===== config.mk =====
export PLATFORM = sky130hd
export DESIGN_NAME = rf_access_ctrl
export DESIGN_NICKNAME = d
export VERILOG_FILES = /design/src/rtl/rf_pkg.sv /design/src/rtl/rf_scoreboard.sv /design/src/rtl/rf_access_ctrl.sv
export SDC_FILE = /design/constraint.sdc
export NUM_CORES = 1
export LEC_CHECK = 0
export CAP_MARGIN = 10
export CORE_MARGIN = 5
export CORE_UTILIZATION = 45
export DETAILED_ROUTE_END_ITERATION = 16
export GPL_ROUTABILITY_DRIVEN = 0
export PLACE_DENSITY = 0.81
export SYNTH_ARGS = -nofsm -noshare
export SYNTH_HDL_FRONTEND = slang
export SYNTH_SLANG_ARGS = --single-unit
export TNS_END_PERCENT = 20

===== constraint.sdc =====
create_clock -name clk -period 2.69 [get_ports clk]
set_clock_uncertainty 0.2 [all_clocks]
set_input_delay 0.4035 -clock clk [delete_from_list [all_inputs] [get_ports clk]]
set_output_delay 0.4035 -clock clk [all_outputs]
set_load 0.01 [all_outputs]

===== src/rtl/rf_pkg.sv =====
`default_nettype none
// ============================================================================
//  Module   : rf_pkg
//  Brief    : Shared constants, operand bundle type and helpers for the
//             register-file access controller.
//  Revision : 1.0
// ============================================================================
package rf_pkg;

    localparam int DW   = 16;   // data width
    localparam int AW   = 4;    // register address width
    localparam int NREG = 13;   // implemented registers 0..NREG-1

    localparam logic [DW-1:0] RF_ZERO = '0;

    // Registered bundle handed to execute
    typedef struct packed {
        logic [DW-1:0] op_a;
        logic [DW-1:0] op_b;
        logic [AW-1:0] op_dst;
        logic          op_dst_en;
    } opnd_t;

    // True when the address maps onto a physically implemented register
    function automatic logic reg_impl(input logic [AW-1:0] addr);
        return (addr < AW'(NREG));
    endfunction

endpackage
`default_nettype wire


===== src/rtl/rf_scoreboard.sv =====
`default_nettype none
// ============================================================================
//  Module   : rf_scoreboard
//  Brief    : Pending-write tracking for the implemented registers. Issue
//             sets a bit, writeback clears it (set wins on the same edge).
//             Flags a sticky error on a writeback with nothing pending.
//  Revision : 1.0
// ============================================================================
module rf_scoreboard
    import rf_pkg::*;
(
    input  logic          clk,
    input  logic          rst_n,
    input  logic          set_en,
    input  logic [AW-1:0] set_addr,
    input  logic          clr_en,
    input  logic [AW-1:0] clr_addr,
    input  logic [AW-1:0] q_src0,
    input  logic [AW-1:0] q_src1,
    input  logic [AW-1:0] q_dst,
    output logic          pend_src0,
    output logic          pend_src1,
    output logic          pend_dst,
    output logic          sb_err
);

    logic [NREG-1:0] pending;
    logic            pend_clr;
    logic            stray_wb;

    // Unimplemented addresses never match any entry and read back as clear
    function automatic logic lookup(input logic [NREG-1:0] vec, input logic [AW-1:0] addr);
        logic hit;
        hit = 1'b0;
        for (int i = 0; i < NREG; i++) begin
            if (addr == AW'(i)) begin
                hit = vec[i];
            end
        end
        return hit;
    endfunction

    // Query ports and stray-writeback detection
    always_comb begin
        pend_src0 = lookup(pending, q_src0);
        pend_src1 = lookup(pending, q_src1);
        pend_dst  = lookup(pending, q_dst);
        pend_clr  = lookup(pending, clr_addr);
        stray_wb  = clr_en && reg_impl(clr_addr) && !pend_clr;
    end

    // Pending vector: a newer writer issued on the same edge as a writeback keeps the bit set
    always_ff @(posedge clk or negedge rst_n) begin
        if (!rst_n) begin
            pending <= '0;
        end else begin
            for (int i = 0; i < NREG; i++) begin
                if (set_en && (set_addr == AW'(i))) begin
                    pending[i] <= 1'b1;
                end else if (clr_en && (clr_addr == AW'(i))) begin
                    pending[i] <= 1'b0;
                end
            end
        end
    end

    // Sticky error, cleared only by reset
    always_ff @(posedge clk or negedge rst_n) begin
        if (!rst_n) begin
            sb_err <= 1'b0;
        end else if (stray_wb) begin
            sb_err <= 1'b1;
        end
    end

endmodule
`default_nettype wire


===== src/rtl/rf_access_ctrl.sv =====
`default_nettype none
// ============================================================================
//  Module   : rf_access_ctrl
//  Brief    : Initiator side of the 16x13 register file. Drives both read
//             ports and the write port, stalls on RAW/WAW hazards, bypasses
//             same-cycle writeback data and registers operands for execute.
//  Revision : 1.0
// ============================================================================
module rf_access_ctrl
    import rf_pkg::*;
(
    input  logic          clk,
    input  logic          rst_n,
    input  logic          iss_valid,
    output logic          iss_ready,
    input  logic [AW-1:0] iss_src0,
    input  logic [AW-1:0] iss_src1,
    input  logic [AW-1:0] iss_dst,
    input  logic          iss_dst_en,
    output logic [AW-1:0] rf_rd_addr_0,
    output logic [AW-1:0] rf_rd_addr_1,
    input  logic [DW-1:0] rf_rd_data_0,
    input  logic [DW-1:0] rf_rd_data_1,
    output logic          op_valid,
    input  logic          op_ready,
    output logic [DW-1:0] op_a,
    output logic [DW-1:0] op_b,
    output logic [AW-1:0] op_dst,
    output logic          op_dst_en,
    input  logic          wb_valid,
    input  logic [AW-1:0] wb_addr,
    input  logic [DW-1:0] wb_data,
    output logic          rf_wr_en,
    output logic [AW-1:0] rf_wr_addr,
    output logic [DW-1:0] rf_wr_data,
    output logic          sb_err
);

    logic  pend_src0;
    logic  pend_src1;
    logic  pend_dst;
    logic  src0_haz;
    logic  src1_haz;
    logic  waw_haz;
    logic  accept;
    logic  set_en;
    opnd_t op_next;
    opnd_t op_q;

    // Unimplemented sources read as zero so a floating read bus never reaches execute
    function automatic logic [DW-1:0] sel_opnd(
        input logic [AW-1:0] src,
        input logic [DW-1:0] rd_data
    );
        if (!reg_impl(src)) begin
            return RF_ZERO;
        end else if (wb_valid && (wb_addr == src)) begin
            return wb_data;
        end else begin
            return rd_data;
        end
    endfunction

    assign rf_rd_addr_0 = iss_src0;
    assign rf_rd_addr_1 = iss_src1;
    assign rf_wr_en     = wb_valid && rst_n && reg_impl(wb_addr);
    assign rf_wr_addr   = wb_addr;
    assign rf_wr_data   = wb_data;

    rf_scoreboard u_scoreboard (
        .clk       (clk),
        .rst_n     (rst_n),
        .set_en    (set_en),
        .set_addr  (iss_dst),
        .clr_en    (wb_valid),
        .clr_addr  (wb_addr),
        .q_src0    (iss_src0),
        .q_src1    (iss_src1),
        .q_dst     (iss_dst),
        .pend_src0 (pend_src0),
        .pend_src1 (pend_src1),
        .pend_dst  (pend_dst),
        .sb_err    (sb_err)
    );

    // Hazards resolved by a same-cycle writeback do not stall; ready ignores iss_valid
    always_comb begin
        src0_haz  = reg_impl(iss_src0) && pend_src0 && !(wb_valid && (wb_addr == iss_src0));
        src1_haz  = reg_impl(iss_src1) && pend_src1 && !(wb_valid && (wb_addr == iss_src1));
        waw_haz   = iss_dst_en && reg_impl(iss_dst) && pend_dst && !(wb_valid && (wb_addr == iss_dst));
        iss_ready = !src0_haz && !src1_haz && !waw_haz && (!op_valid || op_ready);
        accept    = iss_valid && iss_ready;
        set_en    = accept && iss_dst_en && reg_impl(iss_dst);

        op_next.op_a      = sel_opnd(iss_src0, rf_rd_data_0);
        op_next.op_b      = sel_opnd(iss_src1, rf_rd_data_1);
        op_next.op_dst    = iss_dst;
        op_next.op_dst_en = iss_dst_en;
    end

    // Output stage: load on accept, hold while stalled by execute, drop valid once consumed
    always_ff @(posedge clk or negedge rst_n) begin
        if (!rst_n) begin
            op_valid <= 1'b0;
            op_q     <= '0;
        end else if (accept) begin
            op_valid <= 1'b1;
            op_q     <= op_next;
        end else if (op_ready) begin
            op_valid <= 1'b0;
        end
    end

    assign op_a      = op_q.op_a;
    assign op_b      = op_q.op_b;
    assign op_dst    = op_q.op_dst;
    assign op_dst_en = op_q.op_dst_en;

endmodule
`default_nettype wire

---- Word level (Yosys, flattened, before mapping) ----
Index checks and enable logic that the tools add are counted.
word-level totals
  output and inout port bits .............. 69
  RAM bits ................................ 0
  memories kept ........................... 0
  bits in registers ....................... 52
  logic and storage cells ................. 231
  ROM bits ................................ 0
  latch bits .............................. 0
cells by class
  add/subtract/negate cells ............... 0
  reductions and logical operators ........ 73
  order comparisons ....................... 4
  div/mod/pow operators ................... 0
  multiply operators ...................... 0
  shift operators ......................... 0
  bitwise operators ....................... 0
  equal/unequal tests ..................... 51
  multiplexer cells ....................... 84
operator list
  operator                                              count
  equality test 4 bit (second input constant)           20
  2-to-1 mux 1 bit                                      80
  equality test 4 x 3 -> 1 bit (second input constant)  16
  2-to-1 mux 16 bit                                     4
  logical AND 1 bit                                     46
  equality test 4 x 2 -> 1 bit (second input constant)  8
  nonzero test 2 bit                                    14
  equality test 4 x 1 -> 1 bit (second input constant)  4
  logical NOT 4 bit                                     4
  < comparator 4 bit (second input constant)            4
  equality test 4 bit                                   3
  logical NOT 1 bit                                     8
  logical OR 1 bit                                      1

---- Depth between registers and ports, before layout ----
Gate-level depths: netlist (run 1).
  depth after elaboration ................. 25
  mapped depth ............................ 9

---- Modules after synthesis ----
Synthesis (run 1) repeated with hierarchy kept, for this count alone.
second synthesis, totals
  cells, all modules ...................... 365
  area total of the unflattened synthesis .. 3,619.7 um^2
by module, submodules not included
  module          cells an instance  sequential area each (um^2)  area an instance (um^2)  instances
  rf_access_ctrl  263                950.9                        2,546.2                  1
  rf_scoreboard   102                350.3                        1,073.5                  1

---- Worst setup path after synthesis (run 1) ----
OpenSTA, ideal clock, no wires.
  kind .................................... input -> register
  start ................................... input iss_src1[0]
  end ..................................... register op_q, in the netlist op_a[0]
  setup time .............................. 0.125 ns
  required time ........................... 2.365 ns
  slack ................................... 0.022 ns
  buffers on the path ..................... 3
  arrival ................................. 2.343 ns
  cell stages on the path ................. 9
  path through ............................ buf_2 > mux4_2 > and2_1 > a211oi_1 > o31a_2 > o2111a_1 > buf_6 > buf_12 > mux2_4
on the way
  word-level cells in the longest chain between the ends .. 21
  elaborated cells on any way between the ends .. 37
  those cells by class .................... order compare: 1; eq/ne: 13; mux: 13; reduce/logical: 10
ends and longest elaborated chain
  item                              line                   RTL
  from (decl)                       rf_access_ctrl.sv:17   input logic [AW-1:0] iss_src1,
  logical NOT 4 bit                 rf_scoreboard.sv:36    if (addr == AW'(i)) begin
  2-to-1 mux 1 bit (13 in a row)    rf_scoreboard.sv:36
  logical AND 1 bit                 rf_access_ctrl.sv:89   src1_haz = reg_impl(iss_src1) && pend_src1 && !(wb_valid && (wb_addr == iss_src1));
  logical AND 1 bit *               rf_access_ctrl.sv:89
  logical NOT 1 bit *               rf_access_ctrl.sv:91   iss_ready = !src0_haz && !src1_haz && !waw_haz && (!op_valid || op_ready);
  logical AND 1 bit * (3 in a row)  rf_access_ctrl.sv:91
  logical AND 1 bit *               rf_access_ctrl.sv:92   accept = iss_valid && iss_ready;
  to (signal assigned)              rf_access_ctrl.sv:108  op_q <= op_next;
  to (decl)                         rf_access_ctrl.sv:48   opnd_t op_q;
Mark *: on every way between the ends. The rest lies on a longest branch, timed or not.
A chain may end at the register's enable or synchronous reset.

---- Final worst setup path (run 1) ----
  start ................................... register u_scoreboard.pending[8]
  end ..................................... register op_q, in the netlist op_a[15]
on the way
  word-level cells in the longest chain between the ends .. 12
  elaborated cells on any way between the ends .. 28
  those cells by class .................... mux: 15; reduce/logical: 13
ends and longest elaborated chain
  item                                               line                                        RTL
  from (decl)                                        rf_scoreboard.sv:27                         logic [NREG-1:0] pending;
  from (signal assigned)                             rf_scoreboard.sv:55                         pending <= '0;
  from (signal, indexed assignment)                  rf_scoreboard.sv:59                         pending[i] <= 1'b1;
  from (signal, indexed assignment)                  rf_scoreboard.sv:61                         pending[i] <= 1'b0;
  2-to-1 mux 1 bit (5 in a row)                      rf_scoreboard.sv:36
  logical AND 1 bit (on tied branches) (2 in a row)  rf_access_ctrl.sv:88, rf_access_ctrl.sv:89
  logical NOT 1 bit                                  rf_access_ctrl.sv:91
  logical AND 1 bit                                  rf_access_ctrl.sv:91
  logical AND 1 bit * (2 in a row)                   rf_access_ctrl.sv:91
  logical AND 1 bit *                                rf_access_ctrl.sv:92
Marked as above.

==> impl_metrics.csv, run 1 <==
group,metric,value,unit
outcome,run_status,"complete, but fails checks",
outcome,violations,"setup timing",
timing,slew_viol_final,0,
floorplan,row_count,33,
synthesis,ys_ff_latch,52,
floorplan,die_area,0.0103,mm2
critical_path,required,2.68,ns
clock_network,clockBufferDepth,2,
floorplan,core-area,0.00818,mm2
timing,rsz0062_at_grt,"true",
finish,nNetsFinal,589,
clock_network,htree_levels,2,
global_routing,grt_max_degree,53,
place,placed_cell_area,0.00536,mm2
drt,wl_met1,4770,um
drt,wl,11900,um
timing,fin_crit_sh,1.01,
global_routing,overflow,0,
synthesis,syn_nets,418,
place,io_buffer_count,138,
finish,instances_no_fill,625,
timing,tns,-0.260,ns
power_and_ir_drop,leakage,2.40,nW
place,place_inst,608,
synthesis,synthFlopType,"dfrtp_1",
critical_path,crit_path_start_kind,"register",
timing,worstMarginPinSlew,0.652,ns
power_and_ir_drop,finalPower,3.18,mW
synthesis,yosys.area.top_type,"dfrtp_1",
critical_path,crit_fanout,11,
critical_path,worstPathArrival,2.71,ns
clock_network,root_buffer,"clkbuf_8",
critical_path,reg2regPathDepth,10,
power_and_ir_drop,power_density,565,mW/mm2
finish,finish.utilization,0.688,
clock_network,cts_tree,"yes",
synthesis,syn_area_per_cell,10.8,um2
drt,topRoutingLayerUsed,"met4",
finish,fillers,609,
synthesis,syn_inst,348,
critical_path,criticalPathCategory,"reg -> reg",
place,dp.final_hpwl,9180,um
critical_path,r2r_slack,-0.03,ns
finish,drive_above_1_share,0.287,
synthesis,async_flop_share,1.00,
global_routing,first_global_vias,3560,
floorplan,ios,139,
synthesis,synthDistinctLibCells,51,
timing,max_freq,0.368,GHz
finish,design_area,0.00562,mm2
drt,viasPerCell,5.48,
drt,wire_per_inst,19.0,um
drt,drt_iter0_drc,236,
flow_run,maxCapViolations,0,
timing,finalHoldViolations,0,
clock_network,cts_buffers,5,
synthesis,synth_common_cells,"dfrtp_1, mux2i_1, nor2_1",
floorplan,start_util,0.460,
floorplan,die_h,101,um
timing,slew_headroom,0.566,
timing,finalCriticalPeriod,2.72,ns
clock_network,clk_pin_slew,0.10,ns
global_routing,grt.total_usage,0.219,
timing,hold_ws,0.0179,ns
synthesis,yosysMostFrequentCell,"dfrtp_1",
power_and_ir_drop,vdd_ir_drop_max,0.000399,V
timing,worst_slack,-0.0265,ns
synthesis,synth_area_leaders,"dfrtp_1, mux2_4, mux2i_1",
drt,num_vias,3427,
drt,drc_errors,0,
drt,dr.pass1.iters,4,
synthesis,ys_warn_count,0,
synthesis,synth-edff-count,0,
drt,met3RoutedLength,765,um
synthesis,seq_area_frac_synth,0.346,
clock_network,clk_latency,0.30,ns
floorplan,die_w,101,um
global_routing,antenna_found_initial,0,
timing,setup_viol,12,
drt,met2_length,6110,um
finish,syn2layout_area_growth,49.4,%
clock_network,cts.sinks,52,
synthesis,synth_top_area_frac,0.346,
critical_path,end_kind,"register",
place,place_ws,-0.775,ns
finish,antenna_cells,0,
drt,ant_nets,0,
synthesis,synth_area,0.00376,mm2
global_routing,grt_pass1_wl,17900,um
hold_path,hp-class,"in -> async",
## placed cells by master (no fill, tap or decap), types with 3 or more instances in the layout
cell and instances:
clkdlybuf4s50_1 123, buf_4 70, dfrtp_1 50, nor2_1 38, mux2i_1 37, mux2_4 30, nand2_1 17, o21ai_0 17
o31ai_1 15, dlygate4sd2_1 10, mux2_2 9, xnor2_1 6, nor2b_1 6, inv_1 6, nand3_1 5, xor2_1 5
clkbuf_8 5, a221oi_2 4, nand3b_1 4, a21oi_1 3, mux4_2 3, a211oi_1 3
## cells by family (layout without fill, tap and decap cells)
logic type / Yosys count / count (layout) / share of synthesized area
and+or+nand+nor: 83 / 83 / 0.110
AOI/OAI and AO/OA: 64 / 64 / 0.124
buffers and inverters: 56 / 228 / 0.119
xor gates and xnor gates: 12 / 12 / 0.0279
muxes: 81 / 81 / 0.273
DFF: 52 / 52 / 0.346
## metal layers
metal,up-vias,global-route usage
met4,0,0.0675
met1,1689,0.269
li1,1567,-
met2,147,0.392
met5,-,0
met3,24,0.0372
## critical path, stage by stage, from the launching register on
cell and delay (ns):
dfrtp_1 0.45, buf_4 0.16, nor2_1 0.08, o21ai_0 0.08
mux2_2 0.28, a221oi_2 0.30, buf_4 0.17, o2111a_2 0.27
buf_12 0.13, clkbuf_16 0.17, mux2_4 0.30
## what timing repair did
action | 4_1_cts | 5_1_grt
gates resized for setup | 30 | 4
buffers inserted | 6 | 1
cloned | 0 | 2
setup endpoints to repair | 46 | 28
pin swaps | 7 | 3
hold buffers | 0 | 0
## final timing paths
check / start / to
max: u_scoreboard.pending[8]$_DFFE_PN0P_ / op_a[15]$_DFFE_PN0P_
min: rst_n / u_scoreboard.sb_err$_DFFE_PN0P_
max reg2reg: u_scoreboard.pending[8]$_DFFE_PN0P_ / op_a[15]$_DFFE_PN0P_
min reg2reg: u_scoreboard.sb_err$_DFFE_PN0P_ / u_scoreboard.sb_err$_DFFE_PN0P_
max in group asynchronous: rst_n / u_scoreboard.pending[2]$_DFFE_PN0P_
min in group clk: u_scoreboard.sb_err$_DFFE_PN0P_ / u_scoreboard.sb_err$_DFFE_PN0P_
## registers in the layout (all words and copies together), names as in the netlist
| register | count |
|---|---|
| op_a | 16 |
| op_b | 16 |
| u_scoreboard.pending | 13 |
| op_dst | 4 |
| op_dst_en | 1 |
| op_valid | 1 |
| u_scoreboard.sb_err | 1 |
## power breakdown
group / internal, mW / switching (mW)
clock network: 0.282 / 0.271
registers: 0.992 / 0.150
logic: 0.916 / 0.568
## area by class of cell
cell class,instances,area (um2),area share
multi-input cells,240,2050,0.365
repair buffers,214,2000,0.355
flip-flops and latches,52,1300,0.232
well taps,105,131,0.0234
clock buffers,6,72.6,0.0129
clock inverters,2,38.8,0.00690
inverters,6,22.5,0.00401
Note: power is estimated with default switching activity, not from simulation.
==> run 2, diff against run 1 <==
- CAP_MARGIN: 10 -> not set
- HOLD_SLACK_MARGIN: not set -> 0.06
==> run 2 against run 1 <==
The flow still finishes with violations (setup timing). Sequential cell count is the same. Final cell count grew 0.16%. Fmax shrank 0.27%. Non-clock buffer count grew 1. Global-route usage is essentially flat. Worst setup slack lost 0.0075 ns. Utilization grew 0.12 points. Critical path depth is the same.
==> impl_metrics.csv, run 2 (synthesis results as in run 1) <==
group,metric,value,unit
outcome,run_status,"complete, but fails checks",
outcome,violations,"setup timing",
floorplan,die_w,101,um
finish,layout_commonest_cell,"clkdlybuf4s50_1",
place,dp.final_hpwl,9180,um
clock_network,clockBufferDepth,2,
clock_network,htree_levels,2,
critical_path,end_kind,"register",
critical_path,worstPathArrival,2.72,ns
timing,worst_slack,-0.0340,ns
floorplan,ios,139,
power_and_ir_drop,pwr-share-seq,0.359,
global_routing,grt_max_degree,53,
hold_path,holdPathStages,1,
finish,syn2layout_area_growth,49.6,%
critical_path,crit_family,"compound AO/OA/AOI/OAI gates",
hold_path,hp-class,"reg -> reg",
critical_path,path_buf_inv,4,
drt,ant_nets,0,
finish,drive_above_1_share,0.286,
finish,fillers,608,
power_and_ir_drop,p_sw_frac,0.311,
global_routing,grt.total_usage,0.219,
clock_network,cts.sinks,52,
global_routing,first_global_vias,3562,
finish,nNetsFinal,590,
timing,rsz0062_at_grt,"true",
power_and_ir_drop,pwr-share-clk,0.174,
finish,final_cell_mix,"clkdlybuf4s50_1, buf_4, dfrtp_1, nor2_1, mux2i_1",
critical_path,required,2.68,ns
critical_path,rr_startpoint,"u_scoreboard.pending[8]$_DFFE_PN0P_",
timing,setup_viol,16,
power_and_ir_drop,power_frac_comb,0.467,
drt,drt_iter0_drc,246,
floorplan,core-area,0.00818,mm2
hold_path,worstHoldEndpoint,"u_scoreboard.sb_err$_DFFE_PN0P_",
drt,num_vias,3431,
critical_path,slowest_stage,"dfrtp_1",
floorplan,die_h,101,um
power_and_ir_drop,p_int,2.19,mW
drt,drc_errors,0,
power_and_ir_drop,vdd_ir_drop_max,0.000398,V
floorplan,start_util,0.460,
critical_path,worst_r2r_endpoint,"op_a[15]$_DFFE_PN0P_",
drt,wl,11900,um
clock_network,root_buffer,"clkbuf_8",
timing,hold_ws,0.275,ns
timing,finalHoldViolations,0,
global_routing,antenna_found_initial,0,
critical_path,crit_chain,"buf_4 -> nor2_1 -> o21ai_0 -> mux2_2 -> a221oi_2 -> buf_4 -> o2111a_2 -> buf_12 -> clkbuf_16 -> mux2_4",
flow_run,maxCapViolations,0,
timing,slew_viol_final,0,
timing,tns,-0.351,ns
place,place_inst,608,
timing,max_freq,0.367,GHz
drt,viasPerCell,5.48,
place,io_buffer_count,138,
drt,dr.pass1.iters,7,
timing,slew_headroom,0.564,
critical_path,r2r_slack,-0.03,ns
global_routing,grt_pass1_wl,17900,um
clock_network,clk_latency,0.30,ns
critical_path,crit_path_start_kind,"register",
power_and_ir_drop,power_density,565,mW/mm2
power_and_ir_drop,p_sw,990,uW
hold_path,hold_start,"u_scoreboard.sb_err$_DFFE_PN0P_",
timing,fin_crit_sh,1.01,
critical_path,max_stage_delay,0.46,ns
timing,worstMarginPinSlew,0.655,ns
floorplan,die_area,0.0103,mm2
critical_path,reg2regPathDepth,10,
critical_path,crit_fanout,11,
power_and_ir_drop,leakage,2.40,nW
drt,wire_per_inst,19.0,um
floorplan,row_count,33,
critical_path,criticalPathCategory,"reg -> reg",
critical_path,crit_path_frequent_cell,"buf_4",
global_routing,overflow,0,
finish,antenna_cells,0,
finish,instances_no_fill,626,
clock_network,clk_pin_slew,0.10,ns
power_and_ir_drop,finalPower,3.18,mW
clock_network,cts_buffers,5,
clock_network,cts_tree,"yes",
timing,finalCriticalPeriod,2.72,ns
## run 2: changes by cell type in the layout (fill, tap and decap cells not counted), sizes merged
cell / previous run / this run
dlygate4sd3: 0 / 1
## run 2: per-layer routing
metal,GRT usage,share of wire,routed length (um),vias to the layer above
met5,0,0,0,-
met4,0.0675,0.023,279,0
met3,0.0372,0.066,785,30
met2,0.392,0.51,6070,157
met1,0.269,0.40,4790,1675
li1,-,-,-,1569
## run 2: worst max path at each step
stage                                        startpoint                    to  slack (ns)  depth (start not counted)
detailed placement                           iss_dst[1]             iss_ready       -0.77                          9
CTS                 u_scoreboard.pending[6]$_DFFE_PN0P_             iss_ready       0.005                          8
global placement                            iss_src1[0]             iss_ready       -0.65                          8
global route        u_scoreboard.pending[6]$_DFFE_PN0P_   op_a[8]$_DFFE_PN0P_       -0.08                         10
floorplan                                   iss_src1[0]   op_a[0]$_DFFE_PN0P_        0.02                          9
finish              u_scoreboard.pending[8]$_DFFE_PN0P_  op_a[15]$_DFFE_PN0P_       -0.03                         10
## run 2: metrics by stage
stage	setup slack [ns]	area (um2)	util
floorplan	0.0216	3760	-
global placement	-0.646	5360	0.656
detailed placement	-0.775	5360	0.656
CTS	0.00495	5550	0.678
global route	-0.0751	5630	0.689
finish	-0.0340	5630	0.689
## run 2: area by class of cell
type	instances	area, um2	area share
multi-input cells	240	2050	0.365
repair buffers	215	2010	0.357
flip-flops and latches	52	1300	0.232
well taps	105	131	0.0233
clock buffers	6	72.6	0.0129
clock inverters	2	38.8	0.00689
inverters	6	22.5	0.00400
## run 2: power by group through the flow
stage | clock, mW | sequential [mW] | combinational [mW]
2_1_floorplan | 0 | 1.21 | 0.598
6_report | 0.553 | 1.14 | 1.49
5_1_grt | 0.591 | 1.17 | 1.57
4_1_cts | 0.562 | 1.14 | 1.46
3_5_place_dp | 0 | 1.15 | 1.43
3_3_place_gp | 0 | 1.14 | 1.41
## run 2: worst reg2reg max path, cell delays in order, from the launching register on
cell and delay (ns):
dfrtp_1 0.46, buf_4 0.16, nor2_1 0.08, o21ai_0 0.09, mux2_2 0.28, a221oi_2 0.30, buf_4 0.17, o2111a_2 0.27
buf_12 0.14, clkbuf_16 0.17, mux2_4 0.30
## run 2: repair_timing
item / in CTS / in global routing
setup buffers: 6 / 1
resized for setup: 30 / 4
setup endpoints to repair: 46 / 28
gates cloned: 0 / 2
pin swaps: 7 / 3
hold buffers: 1 / 0
hold endpoints to repair: 32 / 0
